File: config.mk
export PLATFORM = sky130hd
export DESIGN_NAME = label_table
export DESIGN_NICKNAME = d
export VERILOG_FILES = /design/src/rtl/label_pkg.sv /design/src/rtl/label_match.sv /design/src/rtl/label_table.sv
export SDC_FILE = /design/constraint.sdc
export NUM_CORES = 2
export LEC_CHECK = 0
export BUFFER_PORTS_ARGS = -buffer_cell sky130_fd_sc_hd__buf_2
export CAP_MARGIN = 20
export CORE_MARGIN = 2
export CORE_UTILIZATION = 50
export DETAILED_ROUTE_END_ITERATION = 10
export PLACE_DENSITY = 0.65
export SYNTH_ARGS = -nofsm -noshare
export SYNTH_HDL_FRONTEND = slang
export SYNTH_SLANG_ARGS = --single-unit
File: constraint.sdc
create_clock -name clk_in -period 8.15 [get_ports clk_in]
set_input_delay 0.4075 -clock clk_in [delete_from_list [all_inputs] [get_ports clk_in]]
set_output_delay 0.4075 -clock clk_in [all_outputs]
set_load 0.01 [all_outputs]
File: src/rtl/label_pkg.sv
// Shared types for the assembler label table, parser and resolver.
package label_pkg;
  localparam int LABEL_CHARS = 8;
  localparam int NAME_W      = LABEL_CHARS * 8;

  typedef logic [NAME_W-1:0] label_name_t;

  typedef enum logic [1:0] {
    IDLE      = 2'd0,
    DEF_SCAN  = 2'd1,
    LOOK_SCAN = 2'd2,
    RESP      = 2'd3
  } label_state_t;
endpackage

File: src/rtl/label_match.sv
// One table-entry comparator: hit when the entry is live and its name equals the request.
module label_match
  import label_pkg::*;
(
  input  logic [NAME_W-1:0] entry_name_i,
  input  logic [NAME_W-1:0] req_name_i,
  input  logic              entry_valid_i,
  output logic              match_o
);
  assign match_o = entry_valid_i && (entry_name_i == req_name_i);
endmodule

File: src/rtl/label_table.sv
// Assembler symbol table: define/lookup of label names with a linear scan.
// LABEL_TABLE_PARALLEL_EN compares every entry in a single scan cycle.
module label_table
  import label_pkg::*;
#(
  parameter  int MAX_LABELS   = 32,
  parameter  int NUMBER_LINES = 256,
  localparam int PC_W         = $clog2(NUMBER_LINES * 4),
  localparam int CNT_W        = $clog2(MAX_LABELS + 1)
) (
  input  logic                   clk_in,
  input  logic                   rst_n_in,
  input  logic                   clear_in,
  input  logic                   define_valid_in,
  input  logic [NAME_W-1:0]      define_name_in,
  input  logic [PC_W-1:0]        define_pc_in,
  output logic                   define_ready_out,
  input  logic                   lookup_valid_in,
  input  logic [NAME_W-1:0]      lookup_name_in,
  output logic                   lookup_ready_out,
  output logic                   def_done_out,
  output logic                   result_valid_out,
  output logic                   result_found_out,
  output logic [PC_W-1:0]        result_pc_out,
  output logic [CNT_W-1:0]       count_out,
  output logic                   full_out,
  output logic                   dup_error_out,
  output logic                   overflow_out
);
  localparam int              ADDR_W  = $clog2(MAX_LABELS);
  localparam logic [CNT_W-1:0] MAX_CNT = CNT_W'(MAX_LABELS);

  label_state_t      state_q;
  logic [CNT_W-1:0]  count_q;
  logic [NAME_W-1:0] req_name_q;
  logic [PC_W-1:0]   req_pc_q;
  logic              is_def_q, hit_q;
  logic [ADDR_W-1:0] hit_idx_q;
  logic              def_done_q, result_valid_q, found_q, dup_q, ovf_q;
  logic [PC_W-1:0]   res_pc_q;

  logic [NAME_W-1:0] names_q [MAX_LABELS];
  logic [PC_W-1:0]   pcs_q   [MAX_LABELS];

  logic              scanning_c, scan_done_c, hit_c, we_c;
  logic [ADDR_W-1:0] hit_idx_c;

  assign scanning_c = (state_q == DEF_SCAN) || (state_q == LOOK_SCAN);

`ifdef LABEL_TABLE_PARALLEL_EN
  logic [MAX_LABELS-1:0] match_vec;

  for (genvar g = 0; g < MAX_LABELS; g++) begin : g_match
    label_match u_match (
      .entry_name_i  (names_q[g]),
      .req_name_i    (req_name_q),
      .entry_valid_i (CNT_W'(g) < count_q),
      .match_o       (match_vec[g])
    );
  end

  // Walk downward so the lowest matching index is the one left standing.
  always_comb begin
    hit_c     = 1'b0;
    hit_idx_c = '0;
    for (int i = MAX_LABELS - 1; i >= 0; i--) begin
      if (match_vec[i]) begin
        hit_c     = 1'b1;
        hit_idx_c = ADDR_W'(i);
      end
    end
  end

  assign scan_done_c = 1'b1;
`else
  logic [CNT_W-1:0] idx_q;

  label_match u_match (
    .entry_name_i  (names_q[idx_q[ADDR_W-1:0]]),
    .req_name_i    (req_name_q),
    .entry_valid_i (idx_q < count_q),
    .match_o       (hit_c)
  );

  assign hit_idx_c   = idx_q[ADDR_W-1:0];
  assign scan_done_c = hit_c || (idx_q == count_q);

  always_ff @(posedge clk_in or negedge rst_n_in) begin
    if (!rst_n_in)                     idx_q <= '0;
    else if (clear_in || !scanning_c)  idx_q <= '0;
    else                               idx_q <= idx_q + CNT_W'(1);
  end
`endif

  // Entry storage carries no reset; only entries below count_q are ever compared.
  assign we_c = (state_q == RESP) && is_def_q && !hit_q && (count_q != MAX_CNT) && !clear_in;

  always_ff @(posedge clk_in) begin
    if (we_c) begin
      names_q[count_q[ADDR_W-1:0]] <= req_name_q;
      pcs_q[count_q[ADDR_W-1:0]]   <= req_pc_q;
    end
  end

  always_ff @(posedge clk_in or negedge rst_n_in) begin
    if (!rst_n_in) begin
      state_q        <= IDLE;
      count_q        <= '0;
      req_name_q     <= '0;
      req_pc_q       <= '0;
      is_def_q       <= 1'b0;
      hit_q          <= 1'b0;
      hit_idx_q      <= '0;
      def_done_q     <= 1'b0;
      result_valid_q <= 1'b0;
      found_q        <= 1'b0;
      res_pc_q       <= '0;
      dup_q          <= 1'b0;
      ovf_q          <= 1'b0;
    end else if (clear_in) begin
      state_q        <= IDLE;
      count_q        <= '0;
      dup_q          <= 1'b0;
      ovf_q          <= 1'b0;
      def_done_q     <= 1'b0;
      result_valid_q <= 1'b0;
    end else begin
      def_done_q     <= 1'b0;
      result_valid_q <= 1'b0;
      case (state_q)
        IDLE: begin
          if (define_valid_in) begin
            req_name_q <= define_name_in;
            req_pc_q   <= define_pc_in;
            is_def_q   <= 1'b1;
            state_q    <= DEF_SCAN;
          end else if (lookup_valid_in) begin
            req_name_q <= lookup_name_in;
            is_def_q   <= 1'b0;
            state_q    <= LOOK_SCAN;
          end
        end
        DEF_SCAN, LOOK_SCAN: begin
          if (scan_done_c) begin
            hit_q     <= hit_c;
            hit_idx_q <= hit_idx_c;
            state_q   <= RESP;
          end
        end
        RESP: begin
          if (is_def_q) begin
            def_done_q <= 1'b1;
            if (hit_q)                  dup_q   <= 1'b1;
            else if (count_q != MAX_CNT) count_q <= count_q + CNT_W'(1);
            else                        ovf_q   <= 1'b1;
          end else begin
            result_valid_q <= 1'b1;
            found_q        <= hit_q;
            res_pc_q       <= hit_q ? pcs_q[hit_idx_q] : '0;
          end
          state_q <= IDLE;
        end
        default: state_q <= IDLE;
      endcase
    end
  end

  assign define_ready_out = (state_q == IDLE);
  assign lookup_ready_out = (state_q == IDLE);
  assign def_done_out     = def_done_q;
  assign result_valid_out = result_valid_q;
  assign result_found_out = found_q;
  assign result_pc_out    = res_pc_q;
  assign count_out        = count_q;
  assign full_out         = (count_q == MAX_CNT);
  assign dup_error_out    = dup_q;
  assign overflow_out     = ovf_q;
endmodule
After elaboration in Yosys (flattened, before gate mapping)
Memories as Yosys holds them, arrays and structs flattened.
Index checks and enable logic that the tools add are counted.
{"block": "word_totals", "register_bits": 110, "mem_bits_rw": 2368, "input_bits": 143, "out_inout_bits": 24, "word_cells": 91, "mem_count": 2}
{"name": "names_q", "depth": 32, "width": 64, "read_ports": 1, "rd_ports_with_merged_regs": 0, "write_ports": 1, "line": "label_table.sv:42", "rtl": "logic [NAME_W-1:0] names_q [MAX_LABELS];"}
{"name": "pcs_q", "depth": 32, "width": 10, "read_ports": 1, "rd_ports_with_merged_regs": 0, "write_ports": 1, "line": "label_table.sv:43", "rtl": "logic [PC_W-1:0] pcs_q [MAX_LABELS];"}
{"block": "classes", "addsub": 2, "magnitude_cmp": 1, "n_eq_ne": 11, "mux": 33, "n_bitwise": 2, "n_reduce_logical": 26}
{"operator": "$mux 64", "count": 2}
{"operator": "$eq 64x64->1", "count": 1}
{"operator": "$mux 6", "count": 6}
{"operator": "$mux 1", "count": 19}
{"operator": "$reduce_and 3->1", "count": 5}
{"operator": "$add 6x1->6 const B", "count": 2}
{"operator": "$mux 10", "count": 1}
{"operator": "$reduce_bool 2->1", "count": 5}
{"operator": "$mux 2", "count": 4}
{"operator": "$reduce_and 4->1", "count": 2}
{"operator": "$eq 6x6->1", "count": 1}
{"operator": "$eq 6x6->1 const B", "count": 1}
{"operator": "$lt 6x6->1", "count": 1}
{"operator": "$ne 6x6->1 const B", "count": 1}
{"operator": "$pmux 2 s3", "count": 1}
{"operator": "$logic_and 1x1->1", "count": 5}
{"operator": "$eq 2x2->1 const B", "count": 2}
{"operator": "$ne 2x2->1 const B", "count": 2}
{"operator": "$ne 4x3->1 const B", "count": 1}
{"operator": "$logic_not 1->1", "count": 3}
{"operator": "$logic_or 1x1->1", "count": 3}
{"operator": "$ne 3x3->1 const B", "count": 1}
{"operator": "$eq 2x1->1 const B", "count": 1}
{"operator": "$logic_not 2->1", "count": 1}
{"operator": "3 further kinds", "count": 4}

Depth between registers and ports, before layout
{"block": "logic_depth", "ltp_word": 7, "depth_mapped": 18, "mapped_depth_nobuf": 12}

Cells and area by module
Synthesis repeated with hierarchy kept, for this count alone.
{"block": "hier_totals", "cells_unflattened": 4110, "hier_area_um2": 95504.1}
{"module": "label_table", "instances": 1, "cells_per_inst": 3997, "area_each_um2": 94717.1, "seq_area_each_um2": 73860.8}
{"module": "label_match", "instances": 1, "cells_per_inst": 113, "area_each_um2": 787.0, "seq_area_each_um2": 0.0}

Worst setup path before layout
OpenSTA, ideal clock, no wires.
{"block": "synth_path", "kind": "register to register", "startpoint": "reg count_q[2], in the netlist count_out[2]", "endpoint": "mem names_q[8][0] in the netlist's numbering (enable)", "setup_time_ns": 0.690, "t_arrival_ns": 8.002, "t_required_ns": 7.460, "setup_slack_ns": -0.542, "path_stages_with_launch": 5, "n_path_buf": 1, "synth_period_minus_slack_ns": 8.692, "path_cell_list": "dfrtp_1 -> clkbuf_1 -> inv_1 -> nand3_1 -> nor4bb_1"}
{"block": "synth_via", "elab_chain_cells": 5}
{"item": "start, declared", "line": "label_table.sv:34", "rtl": "logic [CNT_W-1:0] count_q;"}
{"item": "start signal, assigned", "line": "label_table.sv:154", "rtl": "else if (count_q != MAX_CNT) count_q <= count_q + CNT_W'(1);"}
{"item": "$ne 6x6->1", "line": "label_table.sv:96", "rtl": "assign we_c = (state_q == RESP) && is_def_q && !hit_q && (count_q != MAX_CNT) && !clear_in;"}
{"item": "$logic_and 1x1->1 (2 in series)", "line": "label_table.sv:96"}
{"item": "$mux 1", "line": "label_table.sv:99", "rtl": "if (we_c) begin"}
{"item": "$mux 1 (implied by the code)", "line": "label_table.sv:100", "rtl": "names_q[count_q[ADDR_W-1:0]] <= req_name_q;"}
{"item": "end, declared", "line": "label_table.sv:42"}
Several ways; a longest one is shown, not always the timed one.

Worst setup path after layout
{"block": "layout_path", "startpoint": "reg idx_q[1]", "endpoint": "reg hit_idx_q[3]"}
{"block": "layout_via", "elab_chain_cells": 5, "elab_cells_between_ends": 7, "classes_between": "order compare (1); eq/ne (2); reduce/logical (3); memory (1)"}
{"item": "start, declared", "line": "label_table.sv:76", "rtl": "logic [CNT_W-1:0] idx_q;"}
{"item": "start signal, assigned", "line": "label_table.sv:91", "rtl": "else idx_q <= idx_q + CNT_W'(1);"}
{"item": "$mem_v2 32x64"}
{"item": "$eq 64x64->1", "line": "label_match.sv:10", "rtl": "assign match_o = entry_valid_i && (entry_name_i == req_name_i);"}
{"item": "$logic_and 1x1->1", "line": "label_match.sv:10"}
{"item": "$logic_or 1x1->1 (*)", "line": "label_table.sv:86", "rtl": "assign scan_done_c = hit_c || (idx_q == count_q);"}
{"item": "$reduce_and 3->1 (no line) (*)"}
{"item": "end signal, assigned", "line": "label_table.sv:146", "rtl": "hit_idx_q <= hit_idx_c;"}
{"item": "end, declared", "line": "label_table.sv:38", "rtl": "logic [ADDR_W-1:0] hit_idx_q;"}
Every way passes the cells marked *; elsewhere a longest branch is shown, timed or not.
A chain may end at the register's enable or synchronous reset.

==> flow_metrics.py <==
metrics = {
    "timing": {
        "setup_slack_ns": 1.96,
        "fmax_mhz": 161,
        "tightest_slew_ns": 1.48,
        "finalHoldViolations": 0,
        "finalSetupViolCount": 0,
        "slew_viol_final": 0,
        "rsz0062_at_grt": "no",
        "post-route-period-util": 0.760,
        "hold_ws_ns": 0.0290,
        "fin_crit_ns": 6.19,
        "fin_setup_tns_ns": 0,
        "finClkSkew_ns": 0.0448,
        "max-slew-margin-rel": 0.0155,
    },
    "yosys": {
        "syn_inst": 4583,
        "synth_warnings": 0,
        "syn_area_um2": 96500,
        "synthMuxAreaShare": 0.159,
        "ys_async_sr_fraction": 0.0444,
        "syn_area_per_cell_um2": 21.0,
        "synth_seq_cells": 2478,
        "ys_dominant_reg_cell": "edfxtp_1",
        "ys_seq_area_frac": 0.766,
        "synth_edf_count": 2368,
        "synthXorXnorAreaFrac": 0.00536,
        "synthAdderAreaFrac": 0.00169,
        "synth-compound-area-share": 0.0321,
        "netlist-cell-type-count": 80,
        "synthSimpleGateAreaFrac": 0.0206,
        "syn_nets": 4739,
        "synth_top_family_by_area": "multiplexers",
    },
    "clock_tree": {
        "worstSkewPairLatency_ns": 0.89,
        "cts_made_buffers": 239,
        "cts-root-buf": "clkbuf_16",
        "cts_tree": "yes",
        "clock_sinks": 2478,
        "clock_path_buffers": 3,
        "htreeDepth": 4,
        "clkTransAtPathRegs_ns": 0.06,
    },
    "drt": {
        "dr.pass1.iters": 7,
        "initialDrtViolationCount": 7432,
        "wl_per_cell_um": 34.5,
        "ant_nets": 0,
        "drc": 0,
        "wl_um": 269000,
        "via_per_inst": 6.41,
        "num_vias": 50118,
    },
    "floorplanning": {
        "design.die.area_um2": 196000,
        "design.portCount": 167,
        "start_util": 0.502,
        "rows": 161,
        "core_um2": 192000,
        "die_h_um": 443,
        "fp.dieW_um": 443,
    },
    "global_routing": {
        "grt_start_max_net_pins": 140,
        "grt_usage": 0.273,
        "grt_overflow": 0,
        "grt_pass1_vias": 49707,
        "grt_first_pass_wirelength_um": 377000,
        "antenna_found_initial": 5,
    },
    "worst_setup_path": {
        "crit_path_max_fanout": 42,
        "reg2regPathDepth": 13,
        "r2r_slack_ns": 1.96,
        "worstPathCellList": "buf_4 -> buf_4 -> mux2i_1 -> a22oi_1 -> nand3_1 -> nand4_1 -> o211ai_1 -> a2111oi_0 -> nand4_1 -> nor4_2 -> a21oi_2 -> nor2_4 -> mux2_1",
        "crit_type": "reg2reg",
        "cp_data_arrival_time_ns": 6.96,
        "crit_end": "hit_idx_q[3]",
        "path_buf_inv": 2,
        "required_ns": 8.91,
        "cp_slowest_cell": "dfrtp_4",
        "reg2reg_to": "hit_idx_q[3]",
        "critPathMaxStageDelay_ns": 1.04,
        "cp-startpoint": "idx_q[1]",
        "cp_top_family": "simple AND/OR/NAND/NOR gates",
        "timing.rr.start": "idx_q[1]",
        "cp-end-kind": "flip-flop",
        "path_depth": 13,
        "critPathLaunchType": "flip-flop",
    },
    "placed_design": {
        "place_congestion": 0.816,
        "placed_area_um2": 101000,
        "port_buffers": 166,
        "post-place-ws_ns": 1.95,
        "place_hpwl_um": 143000,
    },
    "power": {
        "p_leak_uw": 0.0345,
        "ir_worst_vdd_mv": 0.283,
        "power.density_nw_per_um2": 300,
        "fin_total_pwr_uw": 33100,
    },
    "cells_and_area": {
        "drive_gt1_frac": 0.247,
        "layout.nets": 5230,
        "fin_area_um2": 110000,
        "syn2layout_area_growth_pct": 14.3,
    },
    "status": {
        "status": "completed",
    },
    "job": {
        "cap_violations": 0,
    },
    "min_path": {
        "hold_path_class": "in2async",
    },
}
## flip-flops by register name, summed over array words and instances, names as in the netlist, 2 cells and up
name	cells
count_out	6
hit_idx_q	5
idx_q	6
names_q	2048
pcs_q	320
req_name_q	64
req_pc_q	10
result_pc_out	10
state_q	2
## through the flow
step	util	instances
after floorplan	-	4583
after global placement	0.526	7216
after detailed placement	0.526	7221
after CTS	0.573	7809
after global routing	0.574	7811
final	0.574	7814
## metal layers
metal | share of wire | up-vias | GRT usage | wire length (um)
met1 | 0.38 | 26830 | 0.373 | 103000
met4 | 0.039 | 0 | 0.103 | 10500
met2 | 0.49 | 2666 | 0.450 | 133000
met3 | 0.084 | 499 | 0.0410 | 22600
li1 | - | 20123 | - | -
met5 | 0 | - | 0 | 0
## placed cells by master, fill, tap and decap left out, types with 9 or more instances in the layout
master         instances
clkbuf_16            242
clkinv_1              54
edfxtp_1            2368
a22o_1                21
a221oi_1              24
nor3_1                16
mux4_2               513
clkinv_2              37
dlygate4sd3_1        137
buf_4                167
nand2_1               96
dfrtp_1              103
o221ai_1              11
o21ai_0               35
nor2_4                32
nand4_1               19
clkbuf_1              65
buf_2                164
a211oi_1               9
a21oi_1              109
xnor2_1               39
a22oi_1              118
nand3_1               60
a31oi_1               17
o22ai_1               38
xor2_1                20
mux2_2                26
buf_12                22
inv_1                 25
clkbuf_8              19
or3_1                  9
mux2i_1              344
bufinv_16             16
nor2_1               119
ha_1                  13
## synthesized netlist by cell type, types with 25 or more instances
| library cell | n | share of area |
|---|---|---|
| dfrtp_1 | 110 | 0.029 |
| buf_2 | 56 | 0.0029 |
| o22ai_1 | 38 | 0.0025 |
| nand3_1 | 60 | 0.0031 |
| o21ai_0 | 35 | 0.0018 |
| clkbuf_1 | 70 | 0.0027 |
| nor2_1 | 153 | 0.0060 |
| mux2_2 | 26 | 0.0030 |
| buf_1 | 39 | 0.0015 |
| mux4_2 | 513 | 0.12 |
| mux2i_1 | 344 | 0.036 |
| inv_1 | 27 | 0.0011 |
| buf_6 | 25 | 0.0029 |
| a21oi_1 | 109 | 0.0057 |
| edfxtp_1 | 2368 | 0.74 |
| nand2_1 | 96 | 0.0037 |
| buf_4 | 52 | 0.0040 |
| a22oi_1 | 118 | 0.0092 |
| xnor2_1 | 39 | 0.0035 |
## area by class of cell
cell class / count / area, um2
fill: 14095 / 81900
sequential: 2478 / 73900
multi-input combinational: 1832 / 21400
clock buffer: 326 / 6560
timing repair buffer: 493 / 3940
tap: 2526 / 3160
clock inverter: 125 / 1160
inverter: 30 / 115
antenna: 4 / 10.0
## logic make-up (layout without fill, tap and decap cells)
| logic type | Yosys count | after routing |
|---|---|---|
| compound gates | 449 | 449 |
| xor+xnor | 59 | 59 |
| fa+ha+maj | 13 | 13 |
| buf+inv | 273 | 974 |
| flops | 2478 | 2478 |
| mux | 888 | 888 |
| other cells | 0 | 4 |
| simple gates | 423 | 423 |
## power breakdown
group | switching, uW | internal (uW) | total (uW)
logic | 3760 | 2130 | 5890
registers | 466 | 15800 | 16300
clock network | 4770 | 6140 | 10900
total | 9000 | 24100 | 33100
## how the worst min path moves through the flow
| stage | end | slack [ns] | cells after the start |
|---|---|---|---|
| after CTS | req_name_q[49] | 0.008 | 2 |
| after detailed placement | req_name_q[44] | 0.39 | 1 |
| final | req_name_q[46] | 0.03 | 2 |
| after global routing | req_name_q[47] | 0.04 | 3 |
| after global placement | req_name_q[46] | 0.38 | 1 |
| after floorplan | count_out[0] | 0.11 | 0 |
## timing repair
| item | in CTS | in global routing |
|---|---|---|
| hold buffers | 137 | 0 |
| setup endpoints to repair | 0 | 0 |
| resized for setup | 0 | 0 |
| buffers inserted | 0 | 0 |
| endpoints found under the hold margin | 126 | 0 |
Power figures use the tool's default switching activity.
